<file path="src/rtl/rsa_pkg.sv">
// Shared types and constants for the RSA job arbiter slice.
package rsa_pkg;

  localparam int RSA_WIDTH = 256;

  typedef enum logic [1:0] {
    IDLE  = 2'd0,
    ISSUE = 2'd1,
    WAIT  = 2'd2,
    RESP  = 2'd3
  } arb_state_t;

  localparam logic OP_DECRYPT = 1'b0;
  localparam logic OP_ENCRYPT = 1'b1;

endpackage

</file>
<file path="src/rtl/rr_arbiter.sv">
// Combinational round-robin picker: the first asserted request at or after ptr wins.
module rr_arbiter
  import rsa_pkg::*;
#(
  parameter int NREQ = 4,
  parameter int IDW  = $clog2(NREQ)
) (
  input  logic [NREQ-1:0] req,
  input  logic [IDW-1:0]  ptr,
  output logic [NREQ-1:0] grant,
  output logic [IDW-1:0]  grant_idx
);

  // Walk from the lowest priority offset up, so the closest request to ptr is the last writer.
  always_comb begin
    grant     = '0;
    grant_idx = '0;
    for (int k = NREQ - 1; k >= 0; k--) begin
      for (int i = 0; i < NREQ; i++) begin
        if (req[i] && ((int'(ptr) + k) % NREQ) == i) begin
          grant     = '0;
          grant[i]  = 1'b1;
          grant_idx = IDW'(i);
        end
      end
    end
  end

endmodule

</file>
<file path="src/rtl/rsa_job_arbiter.sv">
// Shares one RSA mod-exp engine between NREQ requesters and tags results with the requester ID.
// Build option: define RSA_ARB_WDOG_EN to abort jobs whose engine stays silent for TIMEOUT cycles.
module rsa_job_arbiter
  import rsa_pkg::*;
#(
  parameter int WIDTH   = RSA_WIDTH,
  parameter int NREQ    = 4,
  parameter int IDW     = $clog2(NREQ),
  parameter int TIMEOUT = 4096
) (
  input  logic                   clk,
  input  logic                   reset,
  input  logic [NREQ-1:0]        req_valid,
  output logic [NREQ-1:0]        req_ready,
  input  logic [NREQ-1:0]        req_op,
  input  logic [NREQ*WIDTH-1:0]  req_msg,
  output logic                   eng_start,
  output logic                   eng_op,
  output logic [WIDTH-1:0]       eng_msg,
  input  logic                   eng_done,
  input  logic [WIDTH-1:0]       eng_result,
  output logic                   rsp_valid,
  input  logic                   rsp_ready,
  output logic [IDW-1:0]         rsp_id,
  output logic [WIDTH-1:0]       rsp_data,
  output logic                   rsp_err,
  output logic                   busy
);

  // state | meaning
  // IDLE  | no job in flight; arbitrate and accept one request
  // ISSUE | one-cycle start pulse to the engine
  // WAIT  | engine running; wait for eng_done (or watchdog expiry)
  // RESP  | result presented until rsp_ready

  arb_state_t      state, state_nxt;
  logic [IDW-1:0]  ptr;
  logic [IDW-1:0]  job_id;
  logic [NREQ-1:0] grant;
  logic [IDW-1:0]  grant_idx;
  logic            sel_op;
  logic [WIDTH-1:0] sel_msg;
  logic            accept;
  logic            done_hit;
  logic            timeout_hit;

  rr_arbiter #(.NREQ(NREQ), .IDW(IDW)) u_rr (
    .req       (req_valid),
    .ptr       (ptr),
    .grant     (grant),
    .grant_idx (grant_idx)
  );

  assign accept   = (state == IDLE) && (|req_valid);
  assign done_hit = (state == WAIT) && eng_done;

  always_comb begin
    sel_op  = OP_DECRYPT;
    sel_msg = '0;
    for (int i = 0; i < NREQ; i++) begin
      if (grant[i]) begin
        sel_op  = req_op[i];
        sel_msg = req_msg[i*WIDTH +: WIDTH];
      end
    end
  end

`ifdef RSA_ARB_WDOG_EN
  localparam int CNTW = $clog2(TIMEOUT + 1);

  logic [CNTW-1:0] wdog_cnt;
  logic            err_q;

  // Zero whenever not in WAIT, so every wait starts from a fresh count.
  always_ff @(posedge clk or posedge reset) begin
    if (reset)               wdog_cnt <= '0;
    else if (state != WAIT)  wdog_cnt <= '0;
    else                     wdog_cnt <= wdog_cnt + 1'b1;
  end

  assign timeout_hit = (state == WAIT) && !eng_done && (wdog_cnt == CNTW'(TIMEOUT - 1));

  always_ff @(posedge clk or posedge reset) begin
    if (reset)            err_q <= 1'b0;
    else if (done_hit)    err_q <= 1'b0;
    else if (timeout_hit) err_q <= 1'b1;
  end

  assign rsp_err = err_q;
`else
  logic unused_timeout;

  assign unused_timeout = (TIMEOUT > 0);
  assign timeout_hit    = 1'b0;
  assign rsp_err        = 1'b0;
`endif

  always_ff @(posedge clk or posedge reset) begin
    if (reset) state <= IDLE;
    else       state <= state_nxt;
  end

  always_comb begin
    state_nxt = state;
    unique case (state)
      IDLE:    if (|req_valid) state_nxt = ISSUE;
      ISSUE:   state_nxt = WAIT;
      WAIT:    if (eng_done || timeout_hit) state_nxt = RESP;
      RESP:    if (rsp_ready) state_nxt = IDLE;
      default: state_nxt = IDLE;
    endcase
  end

  always_comb begin
    req_ready = '0;
    eng_start = 1'b0;
    rsp_valid = 1'b0;
    busy      = 1'b1;
    case (state)
      IDLE: begin
        busy = 1'b0;
        if (!reset) req_ready = grant;
      end
      ISSUE:   eng_start = 1'b1;
      RESP:    rsp_valid = 1'b1;
      default: ;
    endcase
  end

  // Engine operands only change on accept, so they stay frozen for the whole job.
  always_ff @(posedge clk or posedge reset) begin
    if (reset) begin
      job_id  <= '0;
      eng_op  <= OP_DECRYPT;
      eng_msg <= '0;
    end else if (accept) begin
      job_id  <= grant_idx;
      eng_op  <= sel_op;
      eng_msg <= sel_msg;
    end
  end

  always_ff @(posedge clk or posedge reset) begin
    if (reset)            rsp_data <= '0;
    else if (done_hit)    rsp_data <= eng_result;
    else if (timeout_hit) rsp_data <= '0;
  end

  always_ff @(posedge clk or posedge reset) begin
    if (reset) begin
      ptr <= '0;
    end else if (state == RESP && rsp_ready) begin
      ptr <= (job_id == IDW'(NREQ - 1)) ? '0 : job_id + 1'b1;
    end
  end

  assign rsp_id = job_id;

endmodule

</file>
<file path="config.mk">
export PLATFORM = sky130hd
export DESIGN_NAME = rsa_job_arbiter
export DESIGN_NICKNAME = d
export VERILOG_FILES = /design/src/rtl/rsa_pkg.sv /design/src/rtl/rr_arbiter.sv /design/src/rtl/rsa_job_arbiter.sv
export SDC_FILE = /design/constraint.sdc
export NUM_CORES = 1
export LEC_CHECK = 0
export ABC_AREA = 1
export BUFFER_PORTS_ARGS = -buffer_cell sky130_fd_sc_hd__buf_2
export CORE_AREA = 4 4 713 715
export DETAILED_ROUTE_END_ITERATION = 16
export DIE_AREA = 0 0 717 719
export PLACE_DENSITY = 0.3
export SLEW_MARGIN = 40
export SYNTH_ARGS = -nofsm -noshare
export SYNTH_HDL_FRONTEND = slang
export SYNTH_SLANG_ARGS = --single-unit
</file>
<file path="constraint.sdc">
create_clock -name clk -period 15.3 [get_ports clk]
set_input_delay 0.765 -clock clk [delete_from_list [all_inputs] [get_ports clk]]
set_output_delay 0.765 -clock clk [all_outputs]
set_load 0.03 [all_outputs]
</file>
# Word-level counts from Yosys, hierarchy flattened
# Cells that the tools add are included.
# W data, S select, Z words.
totals:
  out_inout_bits: 523
  wordCells: 110
  ff_bits: 519
classes:
  eq_ne: 19
  reduce_logical: 29
  add_sub_neg: 4
  bitwise: 3
  muxes: 49
op_table:
  columns: ["cell", "count"]
  rows:
  - ["$mux W256", 4]
  - ["$logic_not A32 Y1", 4]
  - ["$mux W4", 15]
  - ["$mux W2", 19]
  - ["$logic_and A1 B1 Y1", 19]
  - ["$eq A3 B3 Y1 const B", 6]
  - ["$eq A2 B2 Y1 const B", 5]
  - ["$eq A3 B2 Y1 const B", 3]
  - ["$mux W1", 9]
  - ["$pmux W2 S4", 1]
  - ["$reduce_or A2 Y1", 3]
  - ["$add A2 B1 Y2 const B", 2]
  - ["$add A2 B2 Y2 const B", 2]
  - ["$eq A2 B1 Y1 const B", 2]
  - ["$ne A2 B2 Y1 const B", 2]
  - ["$reduce_or A4 Y1", 1]
  - ["$and A1 B1 Y1 const A", 3]
  - ["$mux W3", 1]
  - ["$reduce_and A3 Y1", 1]
  - ["$logic_not A2 Y1", 1]
  - ["$ne A2 B1 Y1 const B", 1]

# Longest topological paths before layout
logic_depth:
  depth_word: 25
  mapped_depth: 15
  mapped_depth_nobuf: 12

# Hierarchy
# Synthesis repeated with hierarchy kept, for this count alone.
hier_totals:
  hier_cells: 4000
  area_unflattened_um2: 29296.8
by_module_without_submodules:
  columns: ["module", "seq_area_each_um2", "area_per_inst_um2", "cells_per_inst", "instances"]
  rows:
  - ["rsa_job_arbiter", 12987.5, 28954.0, 3935, 1]
  - ["rr_arbiter", 0.0, 342.8, 65, 1]

# Worst setup path before layout
# No wires, ideal clock.
synth_timing:
  path_type: "input to output"
  from: "in reset"
  to: "out req_ready[0]"
  stages: 3
  slack_ps: 962
  required_ps: 14535
  arrival_ps: 13573
  path_buffers: 0
  path_cell_list: "inv_1 nand2_1 nor2_1"
synth_between:
  elab_chain_cells: 2
synth_rtl:
  columns: ["item", "line", "source"]
  rows:
  - ["start: declaration", "rsa_job_arbiter.sv:12", "input logic reset,"]
  - ["$mux W4", "rsa_job_arbiter.sv:122", "if (!reset) req_ready = grant;"]
  - ["$mux W4", "rsa_job_arbiter.sv:119", "case (state)"]
  - ["end: declaration", "rsa_job_arbiter.sv:14", "output logic [NREQ-1:0] req_ready,"]
# No other way between the ends.

# Worst setup path after layout
layout_timing:
  from: "reg ptr[0]"
  to: "out req_ready[3]"
layout_between:
  elab_chain_cells: 20
layout_rtl:
  columns: ["item", "line", "source"]
  rows:
  - ["start: declaration", "rsa_job_arbiter.sv:37", "logic [IDW-1:0] ptr;"]
  - ["start signal: assignment", "rsa_job_arbiter.sv:153", "ptr <= (job_id == IDW'(NREQ - 1)) ? '0 : job_id + 1'b1;"]
  - ["$add A2 B2 Y2", "rr_arbiter.sv:20", "if (req[i] && ((int'(ptr) + k) % NREQ) == i) begin"]
  - ["$reduce_or A2 Y1 (no line)", null, null]
  - ["$and A1 B1 Y1 (no line)", null, null]
  - ["$eq A3 B3 Y1", "rr_arbiter.sv:20", null]
  - ["$logic_and A1 B1 Y1", "rr_arbiter.sv:20", null]
  - ["$mux W4 (12 in a row)", "rr_arbiter.sv:20", null]
  - ["$mux W4 (*)", "rr_arbiter.sv:20", null]
  - ["$mux W4 (*)", "rsa_job_arbiter.sv:122", null]
  - ["$mux W4 (*)", "rsa_job_arbiter.sv:119", null]
# Every way passes the cells marked *; elsewhere a longest branch is shown, timed or not.

==> flow_metrics.py <==
metrics = {
    "run_status": {
        "status": "complete, no violations",
    },
    "routing": {
        "postRouteAntennaNets": 0,
        "post_drt_wl_per_cell_um": 32.9,
        "vias_per_cell": 2.98,
        "first_pass_iters": 5,
        "vias": 36299,
        "wl_um": 401000,
        "drc": 0,
        "drtIter0Drc": 2721,
    },
    "clock_network": {
        "post_cts_resized": 0,
        "cts_tree": "yes",
        "cts_buffer_depth": 4,
        "ctsRootBufferMaster": "clkbuf_16",
        "cts.sinks": 519,
        "htree_levels": 3,
        "clkSlewWorstSetupHoldPaths_ps": 60,
        "cts_buffers": 87,
        "clkLatencyLatePin_ps": 820,
    },
    "sta": {
        "clock.fmax_mhz": 202,
        "clock_skew_ps": 79.7,
        "period_share": 0.324,
        "rsz0062_at_grt": "false",
        "period_minus_slack_ps": 4950,
        "setup_violations": 0,
        "hold_viol": 0,
        "relSlewSlack": 0.418,
        "tns_ps": 0,
        "worst_slew_pin_slew_ps": 873,
        "maxSlewViolCount": 0,
    },
    "synth": {
        "synth.area.top_cells": "dfrtp_1 (45%), nand2_1 (15%), nand3_1 (15%)",
        "synth_area_um2": 28700,
        "ys_warn_count": 0,
        "post_synth.cell_area_avg_um2": 8.01,
        "seq_area_frac_synth": 0.453,
        "synth_top_family_by_area": "simple AND/OR/NAND/NOR gates",
        "synth_edf_count": 0,
        "ys.flop_type": "dfrtp_1",
        "post_synth_fa_ha_maj_area_fraction": 0.00218,
        "async_reset_ff_frac": 1.00,
        "synth-simple-area-share": 0.389,
        "yosys-top-cells-count": "nand2_1 (1160), nand3_1 (851), dfrtp_1 (519)",
        "synthCells": 3578,
        "synth_compound_area_frac": 0.00327,
        "synth_top_area_frac": 0.453,
        "synth_fp_nets": 4875,
        "synth_cell_type_count": 28,
        "synth.most_common_cell": "nand2_1",
        "synth.area.mux_share": 0.101,
        "synthXorXnorAreaFrac": 0,
        "ys_ff_latch": 519,
        "yosys.area.top_type": "dfrtp_1",
    },
    "setup_path": {
        "worst-setup-path-type": "reg2out",
        "start_kind": "flop",
        "critPathArrivalTime_ps": 4190,
        "cp_cell_sequence": "nand3_2 > nand2_1 > a31oi_1 > nand2_1 > nand2_8 > inv_8 > buf_4 > buf_4 > nor2_1 > buf_2",
        "worstPathRequired_ps": 14530,
        "worst-path-max-fanout": 55,
        "cp_num_buf_inv": 4,
        "max_stage_delay_ps": 670,
        "cp_slowest_cell": "dfrtp_1",
        "cp-end-kind": "output port",
        "timing.critical_path.max_delay_family": "buffers and inverters",
    },
    "global_route": {
        "grt_usage": 0.149,
        "grt_pass1_wl_um": 483000,
        "antenna_found_initial": 488,
        "grt_pass1_vias": 35589,
        "grt_start_max_net_pins": 129,
        "grt_overflow": 0,
    },
    "finish": {
        "fillCellCount": 59055,
        "area_growth_pct": 69.7,
        "nNetsFinal": 6555,
        "stdcell_count": 12171,
        "regArea_um2": 13000,
        "multi_input_area_um2": 14300,
        "drive_gt1_frac": 0.430,
        "final_area_um2": 48600,
    },
    "floorplanning": {
        "dieHeight_um": 719,
        "die_x_um": 717,
        "start_util": 0.0572,
        "rows": 260,
        "io_pins": 1815,
        "dieArea_um2": 516000,
        "core_um2": 501000,
    },
    "hold_path": {
        "hp-class": "in2reg",
    },
    "power_and_ir_drop": {
        "p_leak_nw": 22.3,
        "powerDensity_nw_per_um2": 244,
        "irDropWorstVdd_mv": 0.0730,
        "total_power_mw": 11.9,
    },
    "flow_run": {
        "cap_violations": 0,
    },
    "placed_design": {
        "gp_congestion": 0.939,
        "io_buffers": 1813,
        "dp_cells": 11846,
        "hpwl_um": 350000,
        "postPlaceCellArea_um2": 45300,
    },
}
[power breakdown]
group / total, mW / switching [mW] / leakage [nW] / internal (mW)
Clock: 2.08 / 0.870 / 1.38 / 1.21
Sequential: 2.48 / 0.428 / 6.34 / 2.06
Combinational: 7.31 / 5.58 / 14.6 / 1.73
[cell usage in the layout (no fill, tap or decap), types with 2 or more instances in the layout]
cell type / instances
nand2_1: 1158
inv_8: 4
nor2_4: 2
clkinv_8: 2
and2_0: 38
mux2_2: 256
nor2_1: 198
clkinv_4: 2
diode_2: 173
bufinv_16: 5
o21ai_1: 2
inv_1: 15
clkbuf_16: 87
clkinvlp_4: 4
and2_1: 125
clkbuf_1: 13
a21oi_1: 2
o21ai_0: 5
nand3_1: 851
inv_2: 3
clkinv_2: 14
a31oi_1: 3
ha_1: 5
buf_12: 4
buf_6: 11
buf_2: 1813
nand3b_1: 94
nand3_2: 2
dfrtp_1: 519
nand2_8: 4
nand2_4: 2
clkbuf_8: 18
buf_4: 45
inv_6: 3
[sequential cells by signal, summed over array words and instances, names as in the netlist]
register and cells:
rsp_id 2, ptr 2, rsp_data 256, eng_op 1, eng_msg 256, state 2
[worst paths after layout]
path	startpoint	endpoint	slack, ps	depth (start not counted)
hold / removal	eng_result[160]	rsp_data[160]	180	2
hold reg to reg	eng_msg[7]	eng_msg[7]	470	2
max in group asynchronous	reset	eng_msg[199]	12230	6
min in group asynchronous	reset	eng_msg[101]	560	3
setup reg to reg	ptr[0]	eng_msg[173]	10950	13
setup / recovery	ptr[0]	req_ready[3]	10350	10
[worst register-to-register path, delay by kind of cell (launching register included)]
family	cells	cell delay, ps
buffers and inverters	4	2220
and+or+nand+nor	9	1470
DFF	1	570
[stage by stage]
stage,util,worst slack [ps],hold WS [ps]
floorplan,-,18.1,580
global placement,0.0903,10710,460
detailed placement,0.0904,10730,460
CTS,0.0960,10130,38.8
global route,0.0965,10020,103
finish,0.0970,10350,184
[layout make-up]
class,instances,area share
inverter,22,0.00232
clock buffer,118,0.0509
multi-input combinational,2753,0.294
clock inverter,30,0.00672
sequential,519,0.267
antenna,173,0.00890
tap,6681,0.172
timing repair buffer,1875,0.199
[cell families (layout without fill, tap and decap cells)]
logic type,count (synthesis),after routing
compound gates,16,16
fa+ha+maj,5,5
buf+inv,306,2045
flops,519,519
mux,256,256
other cells,1,174
simple gates,2475,2475
[layer usage]
layer	global-route usage	up-vias	wire length, um
met2	0.234	2119	176000
met5	0	-	1230
met1	0.166	17716	152000
li1	-	15374	-
met4	0.0332	186	11500
met3	0.0992	904	59800
[repair_timing]
action | CTS | global route
endpoints found under the hold margin | 29 | 0
setup buffers | 0 | 0
hold buffers | 1 | 0
Power figures use the tool's default switching activity.
